[config.mk]
export PLATFORM = sky130hd
export DESIGN_NAME = fetch_stage
export DESIGN_NICKNAME = d
export VERILOG_FILES = /design/src/rtl/pipeline_pkg.sv /design/src/rtl/if_id_reg.sv /design/src/rtl/fetch_stage.sv
export SDC_FILE = /design/constraint.sdc
export NUM_CORES = 1
export LEC_CHECK = 0
export ABC_AREA = 0
export BUFFER_PORTS_ARGS = -buffer_cell sky130_fd_sc_hd__buf_4
export CAP_MARGIN = 40
export CELL_PAD_IN_SITES_DETAIL_PLACEMENT = 1
export CELL_PAD_IN_SITES_GLOBAL_PLACEMENT = 1
export CORE_MARGIN = 1
export CORE_UTILIZATION = 48
export DETAILED_ROUTE_END_ITERATION = 7
export MAX_ROUTING_LAYER = met4
export PLACE_DENSITY_LB_ADDON = 0.3
export SLEW_MARGIN = 20
export SYNTH_ARGS = -nofsm -noshare
export SYNTH_HDL_FRONTEND = slang
export SYNTH_HIERARCHICAL = 1
export SYNTH_SLANG_ARGS = --single-unit
[constraint.sdc]
create_clock -name clk -period 19.05 [get_ports clk]
set_input_delay 5.715 -clock clk [delete_from_list [all_inputs] [get_ports clk]]
set_output_delay 5.715 -clock clk [all_outputs]
set_load 0.02 [all_outputs]
[src/rtl/pipeline_pkg.sv]
// Shared pipeline types: fetch FSM states, IF/ID bundle and bubble encoding.
// Imported by fetch_stage and if_id_reg.
package pipeline_pkg;

    localparam int unsigned PC_W = 64;

    // addi x0,x0,0
    localparam logic [31:0] NOP_INSTR = 32'h0000_0013;

    typedef enum logic {
        REQ  = 1'b0,
        HOLD = 1'b1
    } fetch_state_t;

    typedef struct packed {
        logic [PC_W-1:0] pc;
        logic [31:0]     instr;
        logic            valid;
    } if_id_t;

    function automatic if_id_t bubble(input logic [31:0] nop);
        if_id_t b;
        b.pc    = '0;
        b.instr = nop;
        b.valid = 1'b0;
        return b;
    endfunction

endpackage

[src/rtl/if_id_reg.sv]
// IF/ID pipeline register: write enable, synchronous flush-to-bubble, async reset.
// Ports: clk, reset, wr_en, flush (wins over wr_en), d, q.
module if_id_reg
    import pipeline_pkg::*;
#(
    parameter logic [31:0] NOP = 32'h0000_0013
) (
    input  logic   clk,
    input  logic   reset,
    input  logic   wr_en,
    input  logic   flush,
    input  if_id_t d,
    output if_id_t q
);

    always_ff @(posedge clk or posedge reset) begin
        if (reset) begin
            q <= bubble(NOP);
        end else if (flush) begin
            q <= bubble(NOP);
        end else if (wr_en) begin
            q <= d;
        end
    end

endmodule

[src/rtl/fetch_stage.sv]
// Instruction fetch: PC, single-outstanding imem handshake, IF/ID register.
// Ports: hazard enables, EX redirect, imem req/addr/rvalid/rdata, IF_ID_* out.
// Optional FETCH_PERF_EN adds stall_cycles / flush_count counters.
module fetch_stage
    import pipeline_pkg::*;
#(
    parameter int unsigned      XLEN      = 64,
    parameter logic [XLEN-1:0]  RESET_PC  = '0,
    parameter logic [31:0]      NOP_INSTR = pipeline_pkg::NOP_INSTR
) (
    input  logic            clk,
    input  logic            reset,
    input  logic            PCEnable,
    input  logic            IF_ID_writeEnable,
    input  logic            branch_taken,
    input  logic [XLEN-1:0] branch_target,
    output logic            imem_req,
    output logic [XLEN-1:0] imem_addr,
    input  logic            imem_rvalid,
    input  logic [31:0]     imem_rdata,
    output logic [XLEN-1:0] IF_ID_pc,
    output logic [31:0]     IF_ID_instr,
    output logic            IF_ID_valid
`ifdef FETCH_PERF_EN
    ,
    output logic [31:0]     stall_cycles,
    output logic [31:0]     flush_count
`endif
);

    localparam logic [XLEN-1:0] FOUR = XLEN'(4);

    fetch_state_t    state_q, state_d;
    logic [XLEN-1:0] pc_q, pc_d;
    logic [XLEN-1:0] req_addr_q, req_addr_d;
    logic            discard_q, discard_d;
    logic [XLEN-1:0] hold_pc_q;
    logic [31:0]     hold_instr_q;
    logic            hold_load;

    logic [XLEN-1:0] pc_inc;
    logic [XLEN-1:0] target;
    logic            go;
    logic            ifid_we;
    logic            ifid_flush;
    if_id_t          ifid_d;
    if_id_t          ifid_q;
    logic            unused_tgt_lsb;

    assign target         = {branch_target[XLEN-1:2], 2'b00};
    assign unused_tgt_lsb = ^branch_target[1:0];
    assign pc_inc         = pc_q + FOUR;
    assign go             = PCEnable & IF_ID_writeEnable;

    assign imem_req  = (state_q == REQ) & ~reset;
    assign imem_addr = req_addr_q;

    always_ff @(posedge clk or posedge reset) begin
        if (reset) begin
            state_q    <= REQ;
            pc_q       <= RESET_PC;
            req_addr_q <= RESET_PC;
            discard_q  <= 1'b0;
        end else begin
            state_q    <= state_d;
            pc_q       <= pc_d;
            req_addr_q <= req_addr_d;
            discard_q  <= discard_d;
        end
    end

    always_ff @(posedge clk or posedge reset) begin
        if (reset) begin
            hold_pc_q    <= '0;
            hold_instr_q <= '0;
        end else if (hold_load) begin
            hold_pc_q    <= pc_q;
            hold_instr_q <= imem_rdata;
        end
    end

    always_comb begin
        state_d      = state_q;
        pc_d         = pc_q;
        req_addr_d   = req_addr_q;
        discard_d    = discard_q;
        hold_load    = 1'b0;
        ifid_we      = 1'b0;
        ifid_flush   = 1'b0;
        ifid_d.pc    = PC_W'(pc_q);
        ifid_d.instr = imem_rdata;
        ifid_d.valid = 1'b1;

        if (branch_taken) begin
            pc_d       = target;
            ifid_flush = 1'b1;
            state_d    = REQ;
            if (state_q == REQ && !imem_rvalid) begin
                // keep addr stable until the in-flight word returns
                discard_d = 1'b1;
            end else begin
                discard_d  = 1'b0;
                req_addr_d = target;
            end
        end else begin
            unique case (state_q)
                REQ: begin
                    unique case (1'b1)
                        !imem_rvalid: begin
                            ifid_flush = IF_ID_writeEnable;
                        end
                        imem_rvalid && discard_q: begin
                            discard_d  = 1'b0;
                            req_addr_d = pc_q;
                            ifid_flush = IF_ID_writeEnable;
                        end
                        imem_rvalid && !discard_q && go: begin
                            ifid_we    = 1'b1;
                            pc_d       = pc_inc;
                            req_addr_d = pc_inc;
                        end
                        imem_rvalid && !discard_q && !go: begin
                            hold_load  = 1'b1;
                            state_d    = HOLD;
                            ifid_flush = IF_ID_writeEnable;
                        end
                        default: ;
                    endcase
                end
                HOLD: begin
                    if (go) begin
                        ifid_we      = 1'b1;
                        ifid_d.pc    = PC_W'(hold_pc_q);
                        ifid_d.instr = hold_instr_q;
                        pc_d         = pc_inc;
                        req_addr_d   = pc_inc;
                        state_d      = REQ;
                    end
                end
                default: ;
            endcase
        end
    end

    if_id_reg #(
        .NOP (NOP_INSTR)
    ) u_if_id (
        .clk   (clk),
        .reset (reset),
        .wr_en (ifid_we),
        .flush (ifid_flush),
        .d     (ifid_d),
        .q     (ifid_q)
    );

    assign IF_ID_pc    = ifid_q.pc[XLEN-1:0];
    assign IF_ID_instr = ifid_q.instr;
    assign IF_ID_valid = ifid_q.valid;

`ifdef FETCH_PERF_EN
    logic stall_evt;

    assign stall_evt = (state_q == HOLD) |
                       ((state_q == REQ) & imem_rvalid & ~go);

    always_ff @(posedge clk or posedge reset) begin
        if (reset) begin
            stall_cycles <= '0;
            flush_count  <= '0;
        end else begin
            if (stall_evt && stall_cycles != '1) begin
                stall_cycles <= stall_cycles + 32'd1;
            end
            if (branch_taken && flush_count != '1) begin
                flush_count <= flush_count + 32'd1;
            end
        end
    end
`endif

endmodule
==> reports/summary.txt, run 1 <==
Mean routed wirelength per cell - 22.8 um
Post-synth ARST share - 100%
Tot Pwr - 1.96 mW
Top cells by count, synth - dfrtp_1, mux2_2, nor2_1
Fin crit period - 11850 ps
CTS resizes - 0
Max Cap Viol - 0
CP Max Fanout - 3
Crit Path Class - input port to primary output
Mapped cell area - 16200 sq um
CTS tree - yes
DIE AREA - 34500 sq um
Max clock buf depth - 3
Dpl ws - 7210 ps
Rel. slew slack - 37.0%
Syn Inst Count - 1509
Final Non-Filler Cells - 2185
Placeable Area - 32900 sq um
Placed Area - 18500 sq um
CP Launch Type - input port
Vias - 12600
Syn. warnings - 6
Placed Cells - 2111
Die height - 186 um
Cts bufs inserted - 38
Clk_lat worst skew - 520 ps
Setup tns final - 0 ps
# rows - 66
Detailed Place HPWL - 32.9 mm
Max IR drop VDD - 96.4 uV
Root buf cell - clkbuf_16
Cell area after layout - 19800 sq um
Pleak - 8.35 nW
First-pass DRT Iterations - 5
WL final - 49.8 mm
Post-synthesis sequential area ratio - 49.1%
Count leader, synth - dfrtp_1
Final hold slack - 480 ps
Final setup margin - 7200 ps
GR Util All Layers - 30.3%
Port bufs - 261
DR iter-0 viols - 700
Number of synthesized register bits - 318
First-pass GRT wire length - 78.3 mm
Initial Util - 49.3%
Post-synth EDFFs - 0
Synth cell types - 69
FILL cells - 3538
Ys flop type - dfrtp_1
P per Cell Area - 99.1 nW/um^2
Post-CTS Setup Repair Bufs - 0
I/O Pins - 264
GRT Residual Overflow - 0
DR vias/cell - 5.76
Period utilisation layout - 62.2%
Final Max Slew Viols - 0
CP Capture Type - primary output
Max Clk Rate - 84.4 MHz
Status - finished, final reports clean
Die W - 186 um
Skew final - 9.37 ps
Critical Path RT - 13330 ps
Final setup fails - 0
RSZ-0062 raised after global routing - no
Final antenna-violating net count - 0
Syn Area/Cell - 10.7 sq um
WP data arrival - 6130 ps
Largest net degree at the start of global routing - 86
Final core occ - 60.2%
CTS Sinks - 318
Vias in the first global route - 13900
Worst-path clk slew - 60 ps
Number of antenna violations at the first check in global routing - 2
Final #Nets - 1814
Synth top area cells - dfrtp_1, mux2_2, mux2i_1
Hold-fix buffers at CTS - 0
Class of the most critical hold timing path - register to register
Placer congestion estimate - 0.809
Area leader, netlist - dfrtp_1
Drt drc - 0
Final hold violation count - 0
Post-synth top area share - 48.6%
H-Tree Depth - 2
Synth-to-layout area growth - 22.1%
Measured slew at the worst slew-check pin - 943 ps
Share of post-route cells with drive strength above 1 - 33.7%
[worst max-delay path, cell delays in order]
cell	delay, ps
buf_4	140
nor2_1	110
buf_4	160
[routing by layer]
layer / up-vias / wire length (um) / GRT usage, %
met5: - / 0 / -
li1: 5664 / - / -
met4: 0 / 1250 / 9.44
met2: 339 / 24600 / 49.6
met1: 6501 / 20800 / 37.3
met3: 88 / 3110 / 6.93
[cells in the final DEF, fill, tap and decap left out, types with 4 or more instances in the layout]
master,synthesis,layout
clkbuf_16,0,41
a221oi_1,8,8
nor2b_1,5,5
buf_4,9,278
a31oi_1,13,13
nor3_1,29,29
nor2_1,181,181
nand4_1,21,21
a21oi_1,30,29
and3_1,5,5
o31ai_1,9,9
a211oi_1,5,5
xnor2_1,83,83
clkbuf_8,0,6
nor4_1,17,17
mux2_2,195,195
or3_1,6,6
nand2_1,132,131
inv_1,10,6
nand2b_1,5,5
o21ai_1,12,11
clkbuf_1,70,13
and2_1,4,4
o221ai_1,16,16
nor4_2,7,7
o21ai_0,47,47
xor2_1,18,18
nand3_1,33,32
clkinv_2,0,7
o31a_1,6,6
dfrtp_1,315,315
buf_16,0,4
mux2i_1,107,107
nor3_2,4,4
or2_2,4,4
[layout make-up]
cell class	instances	area [sq um]	share of cell area, %
Tap cell	442	553	2.79
Clock inverter	10	106	0.537
Inverter	11	57.6	0.291
Antenna cell	2	5.00	0.0253
Clock buffer	60	1160	5.85
Multi-Input combinational cell	1054	7660	38.7
Sequential cell	318	7960	40.2
Timing Repair Buffer	288	2290	11.6
[report_power, final]
group	switching, mW	internal (mW)	leakage (nW)	total [mW]
clock network	0.290	0.445	0.620	0.736
registers	0.0854	0.781	3.96	0.867
logic	0.189	0.169	3.76	0.358
[sequential cells by signal, indices dropped and copies added (netlist names)]
| register | count |
|---|---|
| hold_pc_q | 62 |
| hold_instr_q | 32 |
| imem_addr | 63 |
| state_q | 1 |
| pc_q | 62 |
| u_if_id/q | 97 |
| discard_q | 1 |
[path summary, 6_finish.rpt]
path | endpoint | from | slack (ps) | cells past startpoint
setup / recovery | imem_req | reset | 7200 | 3
hold / removal | hold_pc_q[39] | hold_pc_q[39] | 480 | 2
setup reg to reg | u_if_id/q[30] | state_q | 15210 | 8
hold reg to reg | hold_pc_q[39] | hold_pc_q[39] | 480 | 2
max in group asynchronous | u_if_id/q[5] | reset | 12540 | 4
min in group asynchronous | u_if_id/q[17] | reset | 5310 | 2
[cell families after synthesis]
logic type	Yosys count	share of synthesized area (%)
AO/OA/AOI/OAI	173	7.00
AND/OR/NAND/NOR	474	14.2
other	2	0.0463
buffers and inverters	138	3.98
multiplexers	302	20.2
adder cells (fa/ha/maj)	1	0.0772
XOR/XNOR	101	5.46
flip-flops	318	49.1
Power figures use the tool's default switching activity.
==> run 2: changes to the inputs <==
Settings changed: CORE_UTILIZATION 48 to 40.
Clock period 19.05 ns to 10.82 ns, I/O delays scaled along.
==> run 2 against run 1 <==
Clock power rose by 68%. Setup slack got worse by 3300 ps. Count of clock-buffer cells in the layout fell by 2. Critical path depth did not move. Hold slack improved by 1.5 ps. Non-clock buffer count rose by 3. Sequential power rose by 75%. Via count fell by 1.3%. Die area rose by 20%. Clock skew rose by 14 ps. Utilization fell by 10 points. Final cell count rose by 3.7%. Critical path type unchanged. Largest power group unchanged.
==> reports/summary.txt, run 2 (synthesized netlist as in run 1, its figures left out) <==
Slowest cell on crit path - buf_4
CP Max Fanout - 3 (unchanged)
Cells along the critical path - buf_4 > nor2_1 > buf_4
Final setup margin - 3900 ps (-3300 ps)
Share of post-route cells with drive strength above 1 - 33.7% (about the same)
Most used cell, CP - buf_4
Vias in the first global route - 13600 (-1.6%)
Hold-fix buffers at CTS - 0 (unchanged)
Vias - 12400 (-1.3%)
Met3 WL - 3.17 mm (+2.1%)
Final hold violation count - 0 (unchanged)
CP max stage delay - 160 ps (about the same)
Cts bufs inserted - 37 (-2.6%)
Skew final - 23.2 ps (+13.9 ps)
First-pass GRT wire length - 79.5 mm (+1.5%)
Met1 WL - 21.4 mm (+2.7%)
Dpl ws - 3870 ps (-3330 ps)
Crit Path Class - input port to primary output
Mean routed wirelength per cell - 22.2 um (-2.8%)
Placeable Area - 39800 sq um (+21%)
Most frequent cells in the layout - dfrtp_1, buf_4, mux2_2
Area of the multi-input gates - 7660 sq um (unchanged)
Max Cap Viol - 0 (unchanged)
Clk_lat worst skew - 550 ps (+30 ps)
H-Tree Depth - 2 (unchanged)
CTS resizes - 0 (unchanged)
Initial Util - 40.7% (-8.6 points)
Die W - 203 um (+9.4%)
Cell area after layout - 19900 sq um (+0.41%)
Critical Path RT - 7570 ps (-5760 ps)
Detailed Place HPWL - 33.4 mm (+1.5%)
Setup tns final - 0 ps (unchanged)
GRT Residual Overflow - 0 (unchanged)
P per Cell Area - 171 nW/um^2 (+72%)
FILL cells - 4308 (+22%)
Fin crit period - 6920 ps
Die height - 203 um (+9.4%)
Placed Cells - 2196 (+4.0%)
Met2 WL - 24.6 mm (-0.17%)
Final Non-Filler Cells - 2266 (+3.7%)
Largest net degree at the start of global routing - 91 (+5.8%)
Final antenna-violating net count - 0 (unchanged)
Final setup fails - 0 (unchanged)
CTS Sinks - 318 (unchanged)
# rows - 73 (+11%)
Tot Pwr - 3.39 mW (+73%)
Placed Area - 18600 sq um (+0.75%)
Final Max Slew Viols - 0 (unchanged)
Largest register FFs - 97 (unchanged)
R2R setup slack - 7100 ps (-8110 ps)
Rel. slew slack - 40.4% (+3.3 points)
Max IR drop VDD - 105 uV (+8.9%)
GR Util All Layers - 25.5% (-4.8 points)
Port bufs - 261 (unchanged)
Period utilisation layout - 63.9%
First-pass DRT Iterations - 4 (-1)
DR iter-0 viols - 559 (-20%)
Final #Nets - 1816 (+0.11%)
DIE AREA - 41300 sq um (+20%)
Post-CTS Setup Repair Bufs - 0 (unchanged)
I/O Pins - 264 (unchanged)
CP Launch Type - input port
Drt drc - 0 (unchanged)
Reg area - 7960 sq um (unchanged)
Class of the most critical hold timing path - register to register
Root buf cell - clkbuf_16
Status - finished, final reports clean
Reg with most FFs - u_if_id/q
Max Clk Rate - 145 MHz
DR top layer - met4
Most common cell after layout, fill and taps aside - dfrtp_1
CP Capture Type - primary output
Worst-path clk slew - 60 ps (about the same)
WL final - 50.2 mm (+0.84%)
Placer congestion estimate - 0.780 (-3.6%)
Synth-to-layout area growth - 22.6%
CTS tree - yes
Pleak - 8.34 nW (about the same)
DR vias/cell - 5.49 (-4.8%)
Max clock buf depth - 3 (unchanged)
RSZ-0062 raised after global routing - no
Number of antenna violations at the first check in global routing - 1 (-1)
WP data arrival - 3670 ps (-2460 ps)
Measured slew at the worst slew-check pin - 893 ps (-49.7 ps)
run 2: cell types whose count changed in the layout (fill, tap and decap cells not counted):
cell       previous run  this run
clkbuf_1             13        12
buf_4               278       279
clkbuf_8              6         7
clkinv_2              7         6
buf_16                4         5
clkbuf_16            41        39
bufinv_16             2         1
diode_2               2         1
buf_12                3         4
run 2: report_power, final:
part           switching [mW]  internal, mW  total, mW
clock network           0.510         0.733       1.24
logic                   0.328         0.299      0.628
registers               0.146          1.38       1.52
run 2: final timing paths:
kind	start	to	depth (start not counted)
min reg2reg	hold_pc_q[42]	hold_pc_q[42]	2
max in group asynchronous	reset	u_if_id/q[2]	4
min in group asynchronous	reset	u_if_id/q[8]	2
max reg2reg	discard_q	u_if_id/q[95]	9
max	reset	imem_req	3
min	hold_pc_q[42]	hold_pc_q[42]	2
run 2: layer usage:
metal,vias to the layer above,global-route usage [%]
met1,6404,31.9
met3,73,6.14
li1,5682,-
met2,271,41.2
met5,-,-
met4,0,7.20
run 2: final cells by class:
class	count	area share [%]
multi-input combinational	1054	38.5
tap	525	3.31
sequential	318	40.1
clock inverter	8	0.359
clock buffer	58	5.62
timing repair buffer	291	11.8
inverter	11	0.290
antenna	1	0.0126
run 2: per-stage QoR:
stage	hold slack [ps]	util, %
after floorplan	446	-
after global placement	458	46.2
after detailed placement	475	46.8
after CTS	489	49.7
after global routing	509	49.9
final	482	49.9
run 2: critical path: cells and delay by family:
kind	cells	cell delay, ps
buf+inv	2	310
simple gates	1	120
==> run 3: changes to the inputs <==
Settings changed: CORE_UTILIZATION 40 to 45.
Clock period 10.82 ns to 6.7 ns, I/O delays scaled along.
==> run 3 against run 2 <==
Total power increased by 62%. Combinational power increased by 62%. Sequential power rose by 61%. Highest routed layer unchanged. Die area decreased by 11%. Routed wire length decreased by 0.58%. Flip-flop and latch count is the same. Sequential share of layout area grew 0.26 points. Count of clock-buffer cells in the layout did not move. Clock skew shrank 2.1 ps. First-iteration DRC count is 4.5% lower. Global-route usage grew 2.8 points. Register-to-register slack worse by 3500 ps.
==> reports/summary.txt, run 3 (synthesized netlist as in run 1, its figures left out) <==
Crit Path Class - input port to primary output
Hold-fix buffers at CTS - 0 (unchanged)
H-Tree Depth - 2 (unchanged)
Share of post-route cells with drive strength above 1 - 33.8% (+0.096 points)
Max IR drop VDD - 209 uV (+99%)
Number of antenna violations at the first check in global routing - 1 (unchanged)
P per Cell Area - 278 nW/um^2 (+63%)
Max Cap Viol - 0 (unchanged)
CTS tree - yes
Die W - 192 um (-5.7%)
Placed Area - 18500 sq um (-0.83%)
First-pass GRT wire length - 78.2 mm (-1.6%)
Final hold violation count - 0 (unchanged)
RSZ-0062 raised after global routing - no
Most common cell after layout, fill and taps aside - dfrtp_1
Max clock buf depth - 3 (unchanged)
Fin crit period - 4470 ps
Skew final - 21.1 ps (-2.12 ps)
Max Clk Rate - 224 MHz
Worst-path clk slew - 60 ps (about the same)
Status - finished, final reports clean
Cells along the critical path - buf_4 > nor2_1 > buf_4
Final Max Slew Viols - 0 (unchanged)
FILL cells - 3846 (-11%)
Placer congestion estimate - 0.809 (+3.7%)
Post-CTS Setup Repair Bufs - 0 (unchanged)
Setup tns final - 0 ps (unchanged)
Most frequent cells in the layout - dfrtp_1, buf_4, mux2_2
CTS resizes - 0 (unchanged)
CP Max Fanout - 3 (unchanged)
Mean routed wirelength per cell - 22.7 um (+2.3%)
Final setup fails - 0 (unchanged)
First-pass DRT Iterations - 5 (+1)
Cell area after layout - 19700 sq um (-0.65%)
Final antenna-violating net count - 0 (unchanged)
Cts bufs inserted - 38 (+2.7%)
Slowest cell on crit path - buf_4
CP Launch Type - input port
# rows - 69 (-5.5%)
DIE AREA - 36800 sq um (-11%)
Detailed Place HPWL - 32.9 mm (-1.3%)
Class of the most critical hold timing path - register to register
Critical Path RT - 4690 ps (-2880 ps)
Clk_lat worst skew - 520 ps (-30 ps)
Vias - 12600 (+1.4%)
Crit-path leading delay family - buffers and inverters
CP max stage delay - 170 ps (about the same)
Area of the multi-input gates - 7660 sq um (unchanged)
WP buf/inv - 2 (unchanged)
GR Util All Layers - 28.3% (+2.8 points)
Pleak - 8.32 nW (-0.27%)
WP data arrival - 2460 ps (-1210 ps)
Port bufs - 261 (unchanged)
Vias in the first global route - 13800 (+1.5%)
Final #Nets - 1818 (+0.11%)
WL final - 49.9 mm (-0.58%)
Period utilisation layout - 66.8%
Largest register FFs - 97 (unchanged)
Reg with most FFs - u_if_id/q
Initial Util - 45.7% (+5.0 points)
Reg area - 7960 sq um (unchanged)
I/O Pins - 264 (unchanged)
Root buf cell - clkbuf_16
Measured slew at the worst slew-check pin - 780 ps (-113 ps)
CP Capture Type - primary output
Rel. slew slack - 47.6% (+7.2 points)
Die height - 192 um (-5.7%)
Largest net degree at the start of global routing - 113 (+24%)
DR vias/cell - 5.72 (+4.3%)
CTS Sinks - 318 (unchanged)
Most used cell, CP - buf_4
Drt drc - 0 (unchanged)
Placeable Area - 35500 sq um (-11%)
Synth-to-layout area growth - 21.8%
DR iter-0 viols - 534 (-4.5%)
GRT Residual Overflow - 0 (unchanged)
[run 3: changes by cell type in the layout (fill, tap and decap cells not counted), sizes merged]
cell      delta
clkinvlp     +1
buf          +1
inv          -1
[run 3: routing by layer]
metal / share of wire (%) / track usage (%) / vias up / routed length (um)
met5: 0 / - / - / 0
met4: 2.4 / 8.30 / 0 / 1220
met3: 6.2 / 6.25 / 77 / 3070
met2: 49 / 46.5 / 309 / 24300
met1: 43 / 35.0 / 6545 / 21300
li1: - / - / 5671 / -
[run 3: final timing paths]
path                                   start              end  slack [ps]  depth (start not counted)
min in group asynchronous              reset  hold_instr_q[3]        1550                          2
worst min-delay path            imem_addr[5]     imem_addr[5]         480                          1
max in group asynchronous              reset     u_if_id/q[2]        3880                          4
worst max-delay path                   reset         imem_req        2230                          3
worst min register to register  imem_addr[5]     imem_addr[5]         480                          1
worst max register to register      pc_q[20]    imem_addr[59]        3560                          7
[run 3: worst register-to-register path, delay by kind of cell, from the launching register on]
kind	cells	cell delay [ps]
AND/OR/NAND/NOR	4	1790
flip-flops	1	600
buffers and inverters	1	330
XOR/XNOR	1	150
AO/OA/AOI/OAI	1	130
[run 3: layout make-up]
type / instances / share of cell area (%)
Clock inverter: 8 / 0.361
Tap cell: 461 / 2.92
Timing Repair Buffer: 292 / 11.6
Clock buffer: 58 / 5.71
Sequential cell: 318 / 40.3
Antenna cell: 1 / 0.0127
Inverter: 11 / 0.273
Multi-Input combinational cell: 1054 / 38.8
[run 3: metrics by stage]
| stage | util (%) | setup slack [ps] | std cells | power, mW | hold WS [ps] |
|---|---|---|---|---|---|
| after global routing | 55.6 | 2200 | 2203 | 5.73 | 516 |
| after detailed placement | 52.0 | 1400 | 2131 | 3.50 | 470 |
| final | 55.6 | 2230 | 2203 | 5.48 | 483 |
| after floorplan | - | 1810 | 1510 | 3.08 | 446 |
| after CTS | 55.4 | 1970 | 2197 | 5.53 | 483 |
| after global placement | 51.9 | 1540 | 2126 | 3.43 | 458 |
[run 3: power by group]
part / switching (mW) / internal (mW) / leakage (nW) / total [mW]
combinational: 0.537 / 0.480 / 3.76 / 1.02
sequential: 0.233 / 2.22 / 3.96 / 2.45
clock: 0.818 / 1.20 / 0.589 / 2.01
